==> config.mk <==
export PLATFORM = sky130hd
export DESIGN_NAME = cache_mem_arbiter
export DESIGN_NICKNAME = d
export VERILOG_FILES = /design/src/rtl/cache_mem_arbiter.sv
export SDC_FILE = /design/constraint.sdc
export NUM_CORES = 1
export LEC_CHECK = 0
export CAP_MARGIN = 20
export CORE_MARGIN = 4
export CORE_UTILIZATION = 34
export CTS_BUF_LIST = sky130_fd_sc_hd__clkbuf_8
export DETAILED_ROUTE_END_ITERATION = 10
export GPL_ROUTABILITY_DRIVEN = 0
export HOLD_SLACK_MARGIN = 0.12
export PLACE_DENSITY = 0.9
export SLEW_MARGIN = 20
export SYNTH_ARGS = -nofsm -noshare
export SYNTH_HDL_FRONTEND = slang
export SYNTH_SLANG_ARGS = --single-unit
==> constraint.sdc <==
create_clock -name clk -period 5 [get_ports clk]
set_clock_uncertainty 0.15 [all_clocks]
set_input_delay 0.75 -clock clk [delete_from_list [all_inputs] [get_ports clk]]
set_output_delay 0.75 -clock clk [all_outputs]
set_load 0.03 [all_outputs]
==> src/rtl/cache_mem_arbiter.sv <==
// Shares one multi-cycle memory port between the I-cache and D-cache.
// Grants whole 8-word fills or single D-cache writes; ties alternate via last_grant.
module cache_mem_arbiter #(
  parameter int BURST_LEN = 8,
  parameter int ADDR_W    = 16,
  parameter int DATA_W    = 16
) (
  input  logic              clk,
  input  logic              rst,
  input  logic              i_req,
  input  logic [ADDR_W-1:0] i_addr,
  output logic              i_data_valid,
  input  logic              d_req,
  input  logic              d_wr,
  input  logic [ADDR_W-1:0] d_addr,
  input  logic [DATA_W-1:0] d_wdata,
  output logic              d_data_valid,
  output logic              d_wr_ack,
  output logic [DATA_W-1:0] rdata,
  output logic              mem_enable,
  output logic              mem_wr,
  output logic [ADDR_W-1:0] mem_addr,
  output logic [DATA_W-1:0] mem_wdata,
  input  logic [DATA_W-1:0] mem_rdata,
  input  logic              mem_data_valid
);

  localparam int CNT_W = $clog2(BURST_LEN + 1);
  localparam logic [CNT_W-1:0] CNT_MAX  = CNT_W'(BURST_LEN);
  localparam logic [CNT_W-1:0] CNT_LAST = CNT_W'(BURST_LEN - 1);

  typedef enum logic [1:0] {IDLE, I_BURST, D_BURST, D_WRITE} state_t;

  state_t           state_q, state_d;
  logic [CNT_W-1:0] issue_q, issue_d;
  logic [CNT_W-1:0] ret_q, ret_d;
  logic             last_d_q, last_d_d;  // 1: last tie went to the D-cache

  logic granted_req;
  logic in_burst;
  logic issue_en;

  assign granted_req = (state_q == I_BURST) ? i_req : d_req;
  assign in_burst    = (state_q == I_BURST) || (state_q == D_BURST);
  assign issue_en    = in_burst && granted_req && (issue_q < CNT_MAX);

  always_comb begin
    state_d  = state_q;
    issue_d  = issue_q;
    ret_d    = ret_q;
    last_d_d = last_d_q;
    case (state_q)
      IDLE: begin
        issue_d = '0;
        ret_d   = '0;
        if (i_req && d_req) begin
          if (last_d_q) begin
            state_d  = I_BURST;
            last_d_d = 1'b0;
          end else begin
            state_d  = d_wr ? D_WRITE : D_BURST;
            last_d_d = 1'b1;
          end
        end else if (d_req) begin
          state_d = d_wr ? D_WRITE : D_BURST;
        end else if (i_req) begin
          state_d = I_BURST;
        end
      end
      I_BURST, D_BURST: begin
        issue_d = issue_q + {{(CNT_W-1){1'b0}}, issue_en};
        ret_d   = ret_q + {{(CNT_W-1){1'b0}}, mem_data_valid};
        // A dropped request ends the burst once every issued read has returned.
        if ((mem_data_valid && (ret_q == CNT_LAST)) ||
            (!granted_req && (ret_d == issue_d))) begin
          state_d = IDLE;
          issue_d = '0;
          ret_d   = '0;
        end
      end
      D_WRITE: state_d = IDLE;
      default: state_d = IDLE;
    endcase
  end

  always_ff @(posedge clk or posedge rst) begin
    if (rst) begin
      state_q  <= IDLE;
      issue_q  <= '0;
      ret_q    <= '0;
      last_d_q <= 1'b0;
    end else begin
      state_q  <= state_d;
      issue_q  <= issue_d;
      ret_q    <= ret_d;
      last_d_q <= last_d_d;
    end
  end

  // Outputs decode straight from state so returns reach the cache in the same cycle.
  always_comb begin
    mem_enable   = 1'b0;
    mem_wr       = 1'b0;
    mem_addr     = '0;
    mem_wdata    = '0;
    i_data_valid = 1'b0;
    d_data_valid = 1'b0;
    d_wr_ack     = 1'b0;
    case (state_q)
      I_BURST: begin
        mem_enable   = issue_en;
        mem_addr     = i_addr;
        i_data_valid = mem_data_valid;
      end
      D_BURST: begin
        mem_enable   = issue_en;
        mem_addr     = d_addr;
        d_data_valid = mem_data_valid;
      end
      D_WRITE: begin
        mem_enable = 1'b1;
        mem_wr     = 1'b1;
        mem_addr   = d_addr;
        mem_wdata  = d_wdata;
        d_wr_ack   = 1'b1;
      end
      default: ;
    endcase
  end

  assign rdata = mem_rdata;

endmodule

**Word level (Yosys, flattened, before mapping)**

Index checks and enable logic that the tools add are counted.

- Reduce and logical (&&, ||, !) cells: 14
- $lt $le $gt $ge: 1
- $add $sub $neg: 2
- Multiplexer cells: 19
- Equal/unequal tests: 7

Operator list:

| cell | count |
|---|---|
| 16-bit case mux with 2 select lines | 1 |
| 16-bit two-way mux | 1 |
| 4-bit case mux with 2 select lines | 2 |
| 2-bit two-way mux | 5 |
| 4-bit by 1-bit adder with 4-bit output | 2 |
| 4-bit two-way mux | 2 |
| 1-bit two-way mux | 6 |
| 2-bit case mux with 3 select lines | 1 |
| 1-bit logical AND | 5 |
| 2-bit equality test (second input constant) | 2 |
| 4-bit by 3-bit equality test with 1-bit output (second input constant) | 1 |
| 4-bit equality test | 1 |
| 4-bit less-than comparator (second input constant) | 1 |
| 4-bit inequality test (second input constant) | 1 |
| 2-bit AND reduction | 2 |
| 2-bit OR reduction | 2 |
| 2-bit by 1-bit equality test with 1-bit output (second input constant) | 1 |
| 2-bit logical NOT | 1 |
| 1-bit logical OR | 2 |
| 2-bit by 1-bit inequality test with 1-bit output (second input constant) | 1 |
| 1-bit case mux with 2 select lines | 1 |
| 2-bit nonzero test | 1 |
| 1-bit logical NOT | 1 |

- Output and inout port bits: 53
- Register bits after elaboration: 11

**Depth between registers and ports, before layout**

- Depth in word-level cells: 10
- Depth in mapped cells: 12
- Depth with buffers taken out: 11

**Least setup slack after synthesis**

OpenSTA, ideal clock, no wires.

- Kind: reg2out
- Start point: reg state_q[0]
- End point: out mem_addr[10]
- Slack: 2.060 ns
- Data required time: 4.100 ns
- Data arrival time: 2.040 ns
- Stages on the path, launching flop included: 7
- Cells stage by stage: dfrtp_1 -> ha_1 -> or2_2 -> clkbuf_1 -> clkbuf_1 -> a22oi_1 -> nor2_1

- Cells in the longest elaborated chain, start to end: 3
- Elaborated cells on any way between the ends: 5

Ends and longest elaborated chain:

| what | line | text |
|---|---|---|
| start, declared | 34 | `state_t state_q, state_d;` |
| start signal, assigned | 93 | `state_q <= state_d;` |
| 2-bit equality test | 109 | `case (state_q)` |
| 2-bit OR reduction (no source line) | n/a |  |
| 16-bit case mux with 2 select lines (*) | 109 |  |
| end, declared | 22 | `output logic [ADDR_W-1:0] mem_addr,` |

Every way passes the cells marked *; elsewhere a longest branch is shown, timed or not.

**Worst setup path in the final report**

- Start point: reg state_q[1]
- End point: out mem_enable

- Cells in the longest elaborated chain, start to end: 5
- Elaborated cells on any way between the ends: 9

Ends and longest elaborated chain:

| what | line | text |
|---|---|---|
| 2-bit by 1-bit equality test with 1-bit output / 2-bit equality test (equally long branches) | 43, 44, 109 |  |
| 1-bit two-way mux / 1-bit logical OR (equally long branches) | 43, 44 |  |
| 1-bit logical AND (2 in series) | 45 | `assign issue_en = in_burst && granted_req && (issue_q < CNT_MAX);` |
| 1-bit case mux with 2 select lines (*) | 109 |  |
| end, declared | 20 | `output logic mem_enable,` |

Marked as above.

==> metrics <==
final hold violation count 0; Synth cell types 31; Yosys top cell area share 21.1%; sequential share of the synthesized area 21.1%; Vias/cell 4.95; hold_buf cts 0; number of flops mapped to enable cells by yosys 0; Post-Route Setup TNS 0 ns; CP Launch Type flip-flop; Overall Global Routing Usage 16.3%; Wirelength per Cell 14.9 µm; Max clock buf depth 2; WL final 4230 µm; Crit Path Class reg -> out; non-filler cells, final 284; fin crit share 73.1%; Post-DP HPWL 3440 µm; FMAX 0.274 GHz; clock root buffer clkbuf_8; Final Max Tran Viols 0; antenna fix cells 0; Least-Margin Pin Slew 0.629 ns; CP peak stage delay 0.69 ns; worst slack, placed 1.48 ns; FF+latch count, synth 11; Die H 69.9 µm; instance count of the mapped netlist 168; synthesis warning total 0; WHS 0.352 ns; Slowest-stage cell, CP clkdlybuf4s50_1; part of the power in registers 13.5%; global route overflow 0; vias 1405; Syn Area/Cell 7.76 µm²; Clock power frac 9.2%; Internal 476 µW; cell mode on critical path nor2_1; unrepaired setup endpoints after global routing false; Site Rows 22; HP Class reg -> reg; Tmin final 3.66 ns; syn_nets 248; Total Power 972 µW; Worst EP required 4.10 ns; Peak VDD IR 164 µV; post-synth design cell area 1300 µm²; DRC 0; CTS tree done; Most used DFF post-synth dfrtp_1; Max FO, Critical Path 18; I/O pins 123; Starting Density 35.3%; vias in the first global route 1394; PD cells 452 nW/µm²; most common cell in the netlist nor2_1; Pleak 0.868 nW; synth cell count leaders 21 x nor2_1, 20 x and2_1, 17 x a22oi_1, 17 x buf_4, 11 x dfrtp_1; sw frac 51.0%; Psw 495 µW; CTS H-tree depth 1; nature of the critical path endpoint primary output; clock insertion delay at the later pin of the skew report 0.24 ns; # Post-CTS Setup Buffers 0; worst-path cell chain inv_1, ha_1, mux2i_1, nor3b_1, nor2_1, nor2_1, clkdlybuf4s50_1; Clock transition at path regs 0.05 ns; Slew headroom 58.1%; Die ar. 4890 µm²; largest net degree at the start of global routing 21; Sink Count 11; initial antenna violation count 0; final core occ 58.2%; Worst EP arrival 2.76 ns; PnR worst setup slack 1.34 ns; global-route wire length before repair 6560 µm; Resize count post-CTS 0; fin area 2150 µm²; Max Cap Violations 0; Buffers on Ports 90; DP Area 2100 µm²; DR iter-0 viols 65; fraction of registers with async set/reset 100%; DRT antenna net count 0; Core ar. 3690 µm²; largest cells by area after synthesis dfrtp_1 21%, a22oi_1 9.8%, buf_4 9.8%; delay-heaviest family, CP buffers and inverters; dominant cell type by area after synthesis dfrtp_1; status finished, final reports clean; Die X 69.9 µm; total CTS buffers 3; fraction of layout instances using a drive strength above 1 4.24%; Worst Path Buf+Inv 2; Logic pwr share 77.3%; Placed Cells 280; Syn-to-layout area delta 64.7%; # nets final 317; drt pass-1 iters 4; setup violators final 0
-- registers in the layout, indices dropped and copies added (netlist names) --
register	count
ret_q	4
last_d_q	1
state_q	2
issue_q	4
-- power groups by stage --
| stage | Clock, mW | Combinational (mW) | Sequential (mW) |
|---|---|---|---|
| global route | 0.0962 | 0.806 | 0.134 |
| global placement | 0 | 0.740 | 0.131 |
| detailed placement | 0 | 0.750 | 0.132 |
| floorplan | 0 | 0.514 | 0.126 |
| finish | 0.0899 | 0.751 | 0.131 |
| CTS | 0.0918 | 0.752 | 0.131 |
-- routing by layer --
metal	routed length, µm	GRT usage, %	part of all wire [%]	vias up
li1	-	-	-	695
met1	1680	18.4	40	637
met2	2120	29.3	50	70
met3	390	5.32	9.2	3
met4	35	4.47	0.83	0
met5	0	0	0	-
-- kinds of logic after synthesis --
kind of cell	count (synthesis)	share of synthesized area, %
AO/OA/AOI/OAI	35	19.3
XOR/XNOR	10	8.45
adder cells (fa/ha/maj)	10	9.60
buffers and inverters	34	14.8
flip-flops	11	21.1
multiplexers	1	0.768
AND/OR/NAND/NOR	67	26.0
-- worst paths after layout --
| check | startpoint | end | slack [ns] | cells after the start |
|---|---|---|---|---|
| worst max-delay path | state_q[1] | mem_enable | 1.34 | 7 |
| worst min-delay path | last_d_q | last_d_q | 0.35 | 1 |
| worst max register to register | state_q[1] | ret_q[1] | 1.60 | 11 |
| worst min register to register | last_d_q | last_d_q | 0.35 | 1 |
| max in group asynchronous | rst | ret_q[1] | 3.74 | 2 |
| min in group asynchronous | rst | issue_q[0] | 0.65 | 2 |
-- layout by cell type (no fill, tap or decap), drive strengths merged, types with 3 or more instances in the layout --
cell type,n
clkdlybuf4s50,90
nor2,21
and2,20
a22oi,17
dfrtp,11
ha,10
inv,9
nand2,9
nand3,6
xnor2,6
o31ai,6
a21oi,4
xor2,4
o21ai,4
clkbuf,3
-- area by class of cell --
class / instances / area (µm²)
fill: 301 / 1540
tap: 48 / 60.1
inverter: 8 / 30.0
sequential: 11 / 275
clock inverter: 1 / 3.75
multi-input combinational: 123 / 836
clock buffer: 3 / 41.3
timing repair buffer: 90 / 901
Note: power is estimated with default switching activity, not from simulation.
